File: config.mk
export PLATFORM = sky130hd
export DESIGN_NAME = ucie_ctl_phy_train_launcher
export DESIGN_NICKNAME = d
export VERILOG_FILES = /design/src/rtl/ucie_ctl_phy_pkg.sv /design/src/rtl/ucie_ctl_phy_timeout_cnt.sv /design/src/rtl/ucie_ctl_phy_train_launcher.sv
export SDC_FILE = /design/constraint.sdc
export NUM_CORES = 1
export LEC_CHECK = 0
export CORE_ASPECT_RATIO = 1.4
export CORE_MARGIN = 10
export CORE_UTILIZATION = 34
export CTS_CLUSTER_SIZE = 8
export DETAILED_ROUTE_END_ITERATION = 16
export SETUP_SLACK_MARGIN = 0.5
export SLEW_MARGIN = 20
export SYNTH_ARGS = -nofsm -noshare
export SYNTH_HDL_FRONTEND = slang
export SYNTH_HIERARCHICAL = 1
export SYNTH_SLANG_ARGS = --single-unit
File: constraint.sdc
create_clock -name i_clk -period 6.6 [get_ports i_clk]
set_input_delay 0.66 -clock i_clk [delete_from_list [all_inputs] [get_ports i_clk]]
set_output_delay 0.66 -clock i_clk [all_outputs]
set_load 0.01 [all_outputs]
File: src/rtl/ucie_ctl_phy_pkg.sv
// Shared types and defaults for the UCIe PHY control link-training launcher.
package ucie_ctl_phy_pkg;

    typedef enum logic [2:0] {
        IDLE,
        REQ,
        WAIT,
        REARM,
        CLEAR
    } train_state_e;

    localparam int unsigned DEFAULT_TIMEOUT_CYCLES = 4096;
    localparam int unsigned DEFAULT_MAX_RETRY      = 3;

endpackage

File: src/rtl/ucie_ctl_phy_timeout_cnt.sv
// Saturating attempt timer; expire_o is high while the count sits at LIMIT-1.
module ucie_ctl_phy_timeout_cnt
    import ucie_ctl_phy_pkg::*;
#(
    parameter int unsigned LIMIT = DEFAULT_TIMEOUT_CYCLES
) (
    input  logic clk_i,
    input  logic rst_i,
    input  logic clr_i,
    input  logic en_i,
    output logic expire_o
);

    localparam int unsigned CntW = $clog2(LIMIT + 1);

    logic [CntW-1:0] cnt_q;
    logic [CntW-1:0] cnt_d;
    logic            expire_q;

    // Clear wins over count; stop at LIMIT so the timer never wraps.
    always_comb begin
        cnt_d = cnt_q;
        if (clr_i) begin
            cnt_d = '0;
        end else if (en_i && (cnt_q != CntW'(LIMIT))) begin
            cnt_d = cnt_q + CntW'(1);
        end
    end

    always_ff @(posedge clk_i or posedge rst_i) begin
        if (rst_i) begin
            cnt_q    <= '0;
            expire_q <= 1'b0;
        end else begin
            cnt_q    <= cnt_d;
            expire_q <= (cnt_d == CntW'(LIMIT - 1));
        end
    end

    assign expire_o = expire_q;

endmodule

File: src/rtl/ucie_ctl_phy_train_launcher.sv
// Launches UCIe link training from the CSR start bit and reports the outcome.
// Optional retry-on-fail/timeout is enabled by defining UCIE_CTL_TRAIN_RETRY_EN.
module ucie_ctl_phy_train_launcher
    import ucie_ctl_phy_pkg::*;
#(
    parameter int unsigned TIMEOUT_CYCLES = DEFAULT_TIMEOUT_CYCLES,
    parameter int unsigned MAX_RETRY      = DEFAULT_MAX_RETRY,
    parameter int unsigned RETRY_W        = 2
) (
    input  logic               i_clk,
    input  logic               i_rst,
    input  logic               i_start_ucie_link_training,
    output logic               o_clear_start_training_bit,
    output logic               o_ltsm_train_req,
    input  logic               i_ltsm_train_ack,
    input  logic               i_ltsm_train_done,
    input  logic               i_ltsm_train_fail,
    output logic               o_link_up,
    output logic               o_train_busy,
    output logic               o_train_timeout,
    output logic [RETRY_W-1:0] o_retry_cnt
);

    if ((TIMEOUT_CYCLES < 2) || (MAX_RETRY < 1) || (MAX_RETRY >= (1 << RETRY_W))) begin : g_cfg_bad
        $error("ucie_ctl_phy_train_launcher: illegal TIMEOUT_CYCLES/MAX_RETRY/RETRY_W");
    end

    train_state_e state_q;
    logic         req_q;
    logic         busy_q;
    logic         link_up_q;
    logic         timeout_q;
    logic         clear_q;

    logic in_train;
    logic launch;
    logic att_fail;
    logic att_done;
    logic tmr_clr;
    logic tmr_en;
    logic tmr_expire;
    logic go_rearm;

    assign in_train = (state_q == REQ) || (state_q == WAIT);
    assign launch   = (state_q == IDLE) && i_start_ucie_link_training;
    // Fail beats done; a real outcome on the expiry cycle beats the timeout.
    assign att_fail = in_train && (i_ltsm_train_fail || (tmr_expire && !i_ltsm_train_done));
    assign att_done = in_train && i_ltsm_train_done && !i_ltsm_train_fail;
    assign tmr_clr  = (state_q == IDLE) || (state_q == REARM);
    assign tmr_en   = in_train;

    ucie_ctl_phy_timeout_cnt #(
        .LIMIT (TIMEOUT_CYCLES)
    ) u_timeout_cnt (
        .clk_i    (i_clk),
        .rst_i    (i_rst),
        .clr_i    (tmr_clr),
        .en_i     (tmr_en),
        .expire_o (tmr_expire)
    );

`ifdef UCIE_CTL_TRAIN_RETRY_EN
    logic [RETRY_W-1:0] retry_q;

    assign go_rearm = (retry_q < RETRY_W'(MAX_RETRY));

    always_ff @(posedge i_clk or posedge i_rst) begin
        if (i_rst) begin
            retry_q <= '0;
        end else if (launch) begin
            retry_q <= '0;
        end else if (att_fail && go_rearm) begin
            retry_q <= retry_q + RETRY_W'(1);
        end
    end

    assign o_retry_cnt = retry_q;
`else
    assign go_rearm    = 1'b0;
    assign o_retry_cnt = '0;
`endif

    // Launch FSM with all status outputs registered alongside the state.
    always_ff @(posedge i_clk or posedge i_rst) begin
        if (i_rst) begin
            state_q   <= IDLE;
            req_q     <= 1'b0;
            busy_q    <= 1'b0;
            link_up_q <= 1'b0;
            timeout_q <= 1'b0;
            clear_q   <= 1'b0;
        end else begin
            case (state_q)
                IDLE: begin
                    if (launch) begin
                        state_q   <= REQ;
                        req_q     <= 1'b1;
                        busy_q    <= 1'b1;
                        link_up_q <= 1'b0;
                        timeout_q <= 1'b0;
                    end
                end
                REQ, WAIT: begin
                    if (att_fail) begin
                        req_q  <= 1'b0;
                        busy_q <= 1'b0;
                        if (go_rearm) begin
                            state_q <= REARM;
                        end else begin
                            state_q   <= CLEAR;
                            clear_q   <= 1'b1;
                            link_up_q <= 1'b0;
                            timeout_q <= !i_ltsm_train_fail;
                        end
                    end else if (att_done) begin
                        state_q   <= CLEAR;
                        req_q     <= 1'b0;
                        busy_q    <= 1'b0;
                        clear_q   <= 1'b1;
                        link_up_q <= 1'b1;
                    end else if ((state_q == REQ) && i_ltsm_train_ack) begin
                        state_q <= WAIT;
                        req_q   <= 1'b0;
                    end
                end
                REARM: begin
                    state_q <= REQ;
                    req_q   <= 1'b1;
                    busy_q  <= 1'b1;
                end
                CLEAR: begin
                    // A CSR write can re-set the start bit; keep the strobe until it reads 0.
                    if (!i_start_ucie_link_training) begin
                        state_q <= IDLE;
                        clear_q <= 1'b0;
                    end
                end
                default: begin
                    state_q <= IDLE;
                    req_q   <= 1'b0;
                    busy_q  <= 1'b0;
                    clear_q <= 1'b0;
                end
            endcase
        end
    end

    assign o_clear_start_training_bit = clear_q;
    assign o_ltsm_train_req           = req_q;
    assign o_link_up                  = link_up_q;
    assign o_train_busy               = busy_q;
    assign o_train_timeout            = timeout_q;

endmodule

==> results of run 1 <==
-- worst min-delay path by stage --
stage,endpoint,slack [ns],startpoint
after floorplan,o_clear_start_training_bit,0.48,i_rst
after global placement,o_link_up,0.50,o_link_up
after detailed placement,o_link_up,0.50,o_link_up
after CTS,o_link_up,0.51,o_link_up
after global routing,o_link_up,0.54,o_link_up
final,o_link_up,0.51,o_link_up
-- power by group through the flow --
stage | Sequential [uW] | Clock [uW] | Combinational, uW
6_report | 186 | 95.4 | 140
5_1_grt | 192 | 105 | 160
4_1_cts | 186 | 98.5 | 141
3_5_place_dp | 188 | 0 | 140
3_3_place_gp | 187 | 0 | 141
2_1_floorplan | 178 | 0 | 102
-- cell type report --
class | instances | area share [%]
multi-input combinational | 107 | 46.4
sequential | 22 | 37.3
tap | 42 | 3.56
timing repair buffer | 11 | 7.28
inverter | 7 | 1.78
clock buffer | 4 | 3.73
-- critical path, cell delays in order, from the launching register on --
cell and delay [ns]:
dfrtp_1 0.59, xnor2_1 0.17, nor2_1 0.42, nand4_4 0.23, or4_4 0.56, a21oi_2 0.18
nand3b_1 0.11, nor4b_2 0.26
-- sequential cells by signal (all words and copies together), names as in the netlist --
| signal | count |
|---|---|
| u_timeout_cnt/expire_o | 1 |
| state_q | 3 |
| o_link_up | 1 |
| o_clear_start_training_bit | 1 |
| o_train_timeout | 1 |
| u_timeout_cnt/cnt_q | 13 |
| o_train_busy | 1 |
| o_ltsm_train_req | 1 |
-- placed cells by master (no fill, tap or decap), types with 2 or more instances in the layout --
master           instances
or3_1                    2
clkdlybuf4s50_1         10
xnor2_1                  5
o2111ai_1                2
inv_1                    7
ha_1                     2
and2b_1                  2
clkbuf_8                 4
nor2b_1                  6
conb_1                   2
nor2_1                  17
nand4_1                  3
xor2_1                   5
dfrtp_1                 22
a21oi_1                  9
a22oi_1                  4
nor4_1                   3
nor3_1                   7
o22ai_1                  2
nand2_1                 10
nand3_1                  5
-- through the flow --
step | hold WS (ns) | util [%] | total power [uW] | instance area (sq um)
after floorplan | 0.476 | - | 280 | 1330
after global placement | 0.498 | 38.4 | 328 | 1420
after detailed placement | 0.497 | 38.4 | 328 | 1420
after CTS | 0.514 | 39.8 | 425 | 1480
after global routing | 0.536 | 39.8 | 457 | 1480
final | 0.511 | 39.8 | 421 | 1480
-- cells by family after synthesis --
logic type	synth area share, %
flip-flops	41.6
XOR/XNOR	6.62
AND/OR/NAND/NOR	28.6
buffers and inverters	6.81
other	0.284
AO/OA/AOI/OAI	14.2
adder cells (fa/ha/maj)	1.89
-- metal layers --
metal | up-vias | part of all wire (%) | global-route usage (%)
met5 | - | 0 | 0
met4 | 0 | 1.4 | 3.33
met3 | 4 | 4.9 | 2.54
met2 | 18 | 51 | 15.5
met1 | 518 | 43 | 10.1
li1 | 524 | - | -
==> impl_metrics.py, run 1 <==
metrics = {
    "synth": {
        "ys_dominant_reg_cell": "dfrtp_1",
        "syn-cell-area_sq_mm": 0.00132,
        "ys_seq_area_share_pct": 41.6,
        "yosysUniqueCellTypes": 46,
        "synth_top_cell_area_share_pct": 41.6,
        "yosysMostFrequentCell": "dfrtp_1",
        "yosys-top-cells-area": "dfrtp_1 42%, nor2_1 4.8%, a21oi_1 3.4%",
        "yosys_register_bits": 22,
        "yosysWarnings": 6,
        "synth-edff-count": 0,
        "synthArstFlopShare_pct": 100,
        "synth_top_cells_by_count": "22 x dfrtp_1, 17 x nor2_1, 10 x nand2_1",
        "syn_inst": 145,
        "avgSynthCellArea_sq_um": 9.12,
        "yosys.area.top_type": "dfrtp_1",
    },
    "critical_path": {
        "ff2ff_setup_slack_ns": 3.98,
        "critPathLaunchType": "flop",
        "endpoint_kind": "flop",
        "rr_worst_depth": 7,
        "crit_type": "flop to flop",
        "r2r-end": "u_timeout_cnt/expire_o",
        "crit_end": "u_timeout_cnt/expire_o",
        "worstPathRequired_ns": 6.77,
        "r2r_start": "state_q[1]",
        "crit_start": "state_q[1]",
        "worstPathArrival_ns": 2.80,
        "cp_max_fo": 14,
    },
    "cts": {
        "clkTransAtPathRegs_ns": 0.08,
        "cts_sinks": 22,
        "post_cts_buffers": 0,
        "htreeDepth": 1,
        "ctsRootBufferMaster": "clkbuf_8",
        "cts_hold_buffers": 0,
        "cts_tree": "yes",
        "clk_latency_ns": 0.26,
        "cts_buffers": 3,
        "clockBufferDepth": 2,
        "cts_resized": 0,
    },
    "final_layout": {
        "area_growth_pct": 11.7,
        "diodes": 0,
        "seqCellArea_sq_um": 551,
        "instances_no_fill": 193,
        "drive_gt1_share_pct": 7.28,
        "multi_input_area_sq_um": 686,
        "n_fill_cell": 383,
        "nets": 160,
    },
    "floorplan": {
        "core_sq_mm": 0.00371,
        "die_area_sq_mm": 0.00682,
        "die_y_microns": 93.8,
        "die_w_microns": 72.7,
        "initial_core_util_pct": 35.7,
        "rows": 26,
        "ios": 13,
    },
    "timing": {
        "finalHoldViolCount": 0,
        "setup_ws_ns": 3.98,
        "max_freq_ghz": 0.381,
        "fin_tns_setup_ns": 0,
        "relSlewSlack_pct": 64.0,
        "grt_setup_unrepaired": "no",
        "fin_crit_ns": 2.62,
        "finalMaxSlewViolations": 0,
        "final-setup-viol-count": 0,
        "clock_skew_ns": 0.00108,
        "period_share_pct": 39.7,
        "worstMarginPinSlew_ns": 0.540,
    },
    "power": {
        "pwr-share-seq_pct": 44.1,
        "combPwrFrac_pct": 33.2,
        "p_switching_uw": 148,
        "peakVddDrop_v": 0.000196,
        "leakagePower_uw": 0.000609,
        "pwr-share-clk_pct": 22.7,
        "swShare_pct": 35.2,
        "powerDensity_mw_per_mm2": 285,
        "intPower_uw": 273,
    },
    "status": {
        "status": "complete, no violations",
    },
    "global_route": {
        "antenna_found_initial": 0,
        "grt_overflow": 0,
        "grt_pass1_vias": 1112,
        "grt_pass1_wl_microns": 5110,
        "grt_max_degree": 15,
        "grt.total_usage_pct": 8.98,
    },
    "placed_design": {
        "place_congestion": 0.884,
        "placedCellCount": 189,
        "port_buffers": 10,
        "dpl.hpwl_microns": 2130,
        "preCtsSetupSlack_ns": 4.03,
    },
    "job": {
        "cap_violations": 0,
    },
    "min_path": {
        "hp-class": "flop to flop",
        "hold_path_depth": 1,
    },
    "drt": {
        "drc_errors": 0,
        "wl_microns": 2830,
        "drt-initial-drc-count": 106,
        "postRouteAntennaNets": 0,
        "vias": 1064,
        "vias_per_cell": 5.51,
        "firstDrtPassIters": 4,
        "post_drt_wl_per_cell_microns": 14.7,
    },
}
Power figures use the tool's default switching activity.
==> run 2, diff against run 1 <==
==> constraint.sdc (replaced) <==
create_clock -name i_clk -period 2.17 [get_ports i_clk]
set_input_delay 0.217 -clock i_clk [delete_from_list [all_inputs] [get_ports i_clk]]
set_output_delay 0.217 -clock i_clk [all_outputs]
set_load 0.01 [all_outputs]
==> impl_metrics.py, run 2 (same netlist as run 1, synthesis figures left out) <==
metrics = {
    "power": {
        "peakVddDrop_v": 0.000464,
        "leakagePower_uw": 0.000654,
        "powerDensity_mw_per_mm2": 872,
    },
    "timing": {
        "relSlewSlack_pct": 63.6,
        "clock_skew_ns": 0.000877,
        "period_share_pct": 89.4,
        "fin_crit_ns": 1.94,
        "final-setup-viol-count": 0,
        "grt_setup_unrepaired": "yes",
        "worstMarginPinSlew_ns": 0.546,
        "whs_ns": 0.236,
        "finalHoldViolCount": 0,
        "max_freq_ghz": 0.516,
        "finalMaxSlewViolations": 0,
        "fin_tns_setup_ns": 0,
        "setup_ws_ns": 0.230,
    },
    "final_layout": {
        "finish.utilization_pct": 42.6,
        "reg_top3": "u_timeout_cnt/cnt_q: 13 flops, state_q: 3 flops",
        "largest_reg_flops": 13,
        "area_growth_pct": 19.4,
        "nets": 168,
        "drive_gt1_share_pct": 15.7,
        "regMostFlops": "u_timeout_cnt/cnt_q",
        "final_common_cell": "dfrtp_1",
        "diodes": 0,
        "layout_common_cells": "22 x dfrtp_1, 15 x nor2_1, 10 x nand2_1, 10 x clkdlybuf4s50_1, 8 x a21oi_1",
    },
    "critical_path": {
        "worstPathArrival_ns": 2.11,
        "crit_type": "flop to flop",
        "max_stage_delay_ns": 0.40,
        "r2r-end": "u_timeout_cnt/expire_o",
        "worstPathCellList": "xnor2_1 > nor2_2 > buf_4 > nand3_1 > nor2_1 > xor2_1 > o2111ai_1 > nor4b_2",
        "cp_max_fo": 6,
        "worstPathRequired_ns": 2.34,
        "crit_start": "state_q[1]",
        "critPathBufInv": 1,
        "path_delay_family": "simple AND/OR/NAND/NOR gates",
        "endpoint_kind": "flop",
        "r2r_start": "state_q[1]",
        "crit_slowest_cell": "dfrtp_1",
        "critPathLaunchType": "flop",
        "ff2ff_setup_slack_ns": 0.23,
        "rr_worst_depth": 8,
    },
    "placed_design": {
        "preCtsSetupSlack_ns": 0.137,
        "dpl.hpwl_microns": 2270,
        "port_buffers": 10,
        "place_congestion": 0.831,
    },
    "status": {
        "status": "complete, no violations",
    },
    "floorplan": {
        "die_w_microns": 72.7,
        "ios": 13,
        "initial_core_util_pct": 35.7,
        "rows": 26,
        "die_area_sq_mm": 0.00682,
        "core_sq_mm": 0.00371,
        "die_y_microns": 93.8,
    },
    "cts": {
        "htreeDepth": 1,
        "ctsRootBufferMaster": "clkbuf_8",
        "cts_buffers": 3,
        "cts_hold_buffers": 0,
        "clk_latency_ns": 0.26,
        "cts_tree": "yes",
        "cts_sinks": 22,
        "clkTransAtPathRegs_ns": 0.08,
        "clockBufferDepth": 2,
    },
    "global_route": {
        "grt_pass1_vias": 1184,
        "antenna_found_initial": 0,
        "grt_overflow": 0,
        "grt_max_degree": 15,
        "grt.total_usage_pct": 9.09,
        "grt_pass1_wl_microns": 5120,
    },
    "drt": {
        "postRouteAntennaNets": 0,
        "post_drt_wl_per_cell_microns": 15.5,
        "vias": 1129,
        "wl_microns": 3120,
        "firstDrtPassIters": 4,
        "drc_errors": 0,
        "drt-initial-drc-count": 46,
        "vias_per_cell": 5.62,
    },
    "job": {
        "cap_violations": 0,
    },
    "min_path": {
        "hp-class": "input port to asynchronous set/reset pin",
    },
}
-- run 2: report_power, final --
part | total [uW] | switching, uW | internal (uW)
Combinational | 566 | 295 | 271
Clock | 288 | 127 | 161
Sequential | 523 | 52.5 | 470
Total | 1380 | 474 | 903
-- run 2: per-layer routing --
layer,global-route usage [%],up-vias,part of all wire [%]
met5,0,-,0
met4,3.97,0,1.4
met3,2.01,4,5.3
met2,16.8,28,54
met1,9.33,556,40
li1,-,541,-
-- run 2: worst max-delay path by stage --
stage	end	slack [ns]	cells after the start
3_3_place_gp	u_timeout_cnt/expire_o	0.21	7
2_1_floorplan	u_timeout_cnt/expire_o	0.22	8
3_5_place_dp	u_timeout_cnt/expire_o	0.14	7
4_1_cts	u_timeout_cnt/expire_o	0.25	7
6_report	u_timeout_cnt/expire_o	0.23	8
5_1_grt	u_timeout_cnt/expire_o	0.08	7
-- run 2: metrics by stage --
step                      std cells  area (sq um)  total power (uW)
after detailed placement        195          1480              1090
after floorplan                 146          1340               866
after global routing            201          1580              1470
after global placement          195          1480              1070
after CTS                       200          1550              1390
final                           201          1580              1380
-- run 2: area by class of cell --
type / instances / area [sq um]
fill: 390 / 2130
multi-input combinational: 107 / 711
sequential: 22 / 551
timing repair buffer: 19 / 184
clock buffer: 4 / 55.1
tap: 42 / 52.6
inverter: 7 / 26.3
-- run 2: repair_timing --
item	CTS	global route
hold endpoints to repair	0	0
pin swaps	1	0
gates resized for setup	1	6
buffers inserted	1	1
endpoints found under the setup margin	4	9
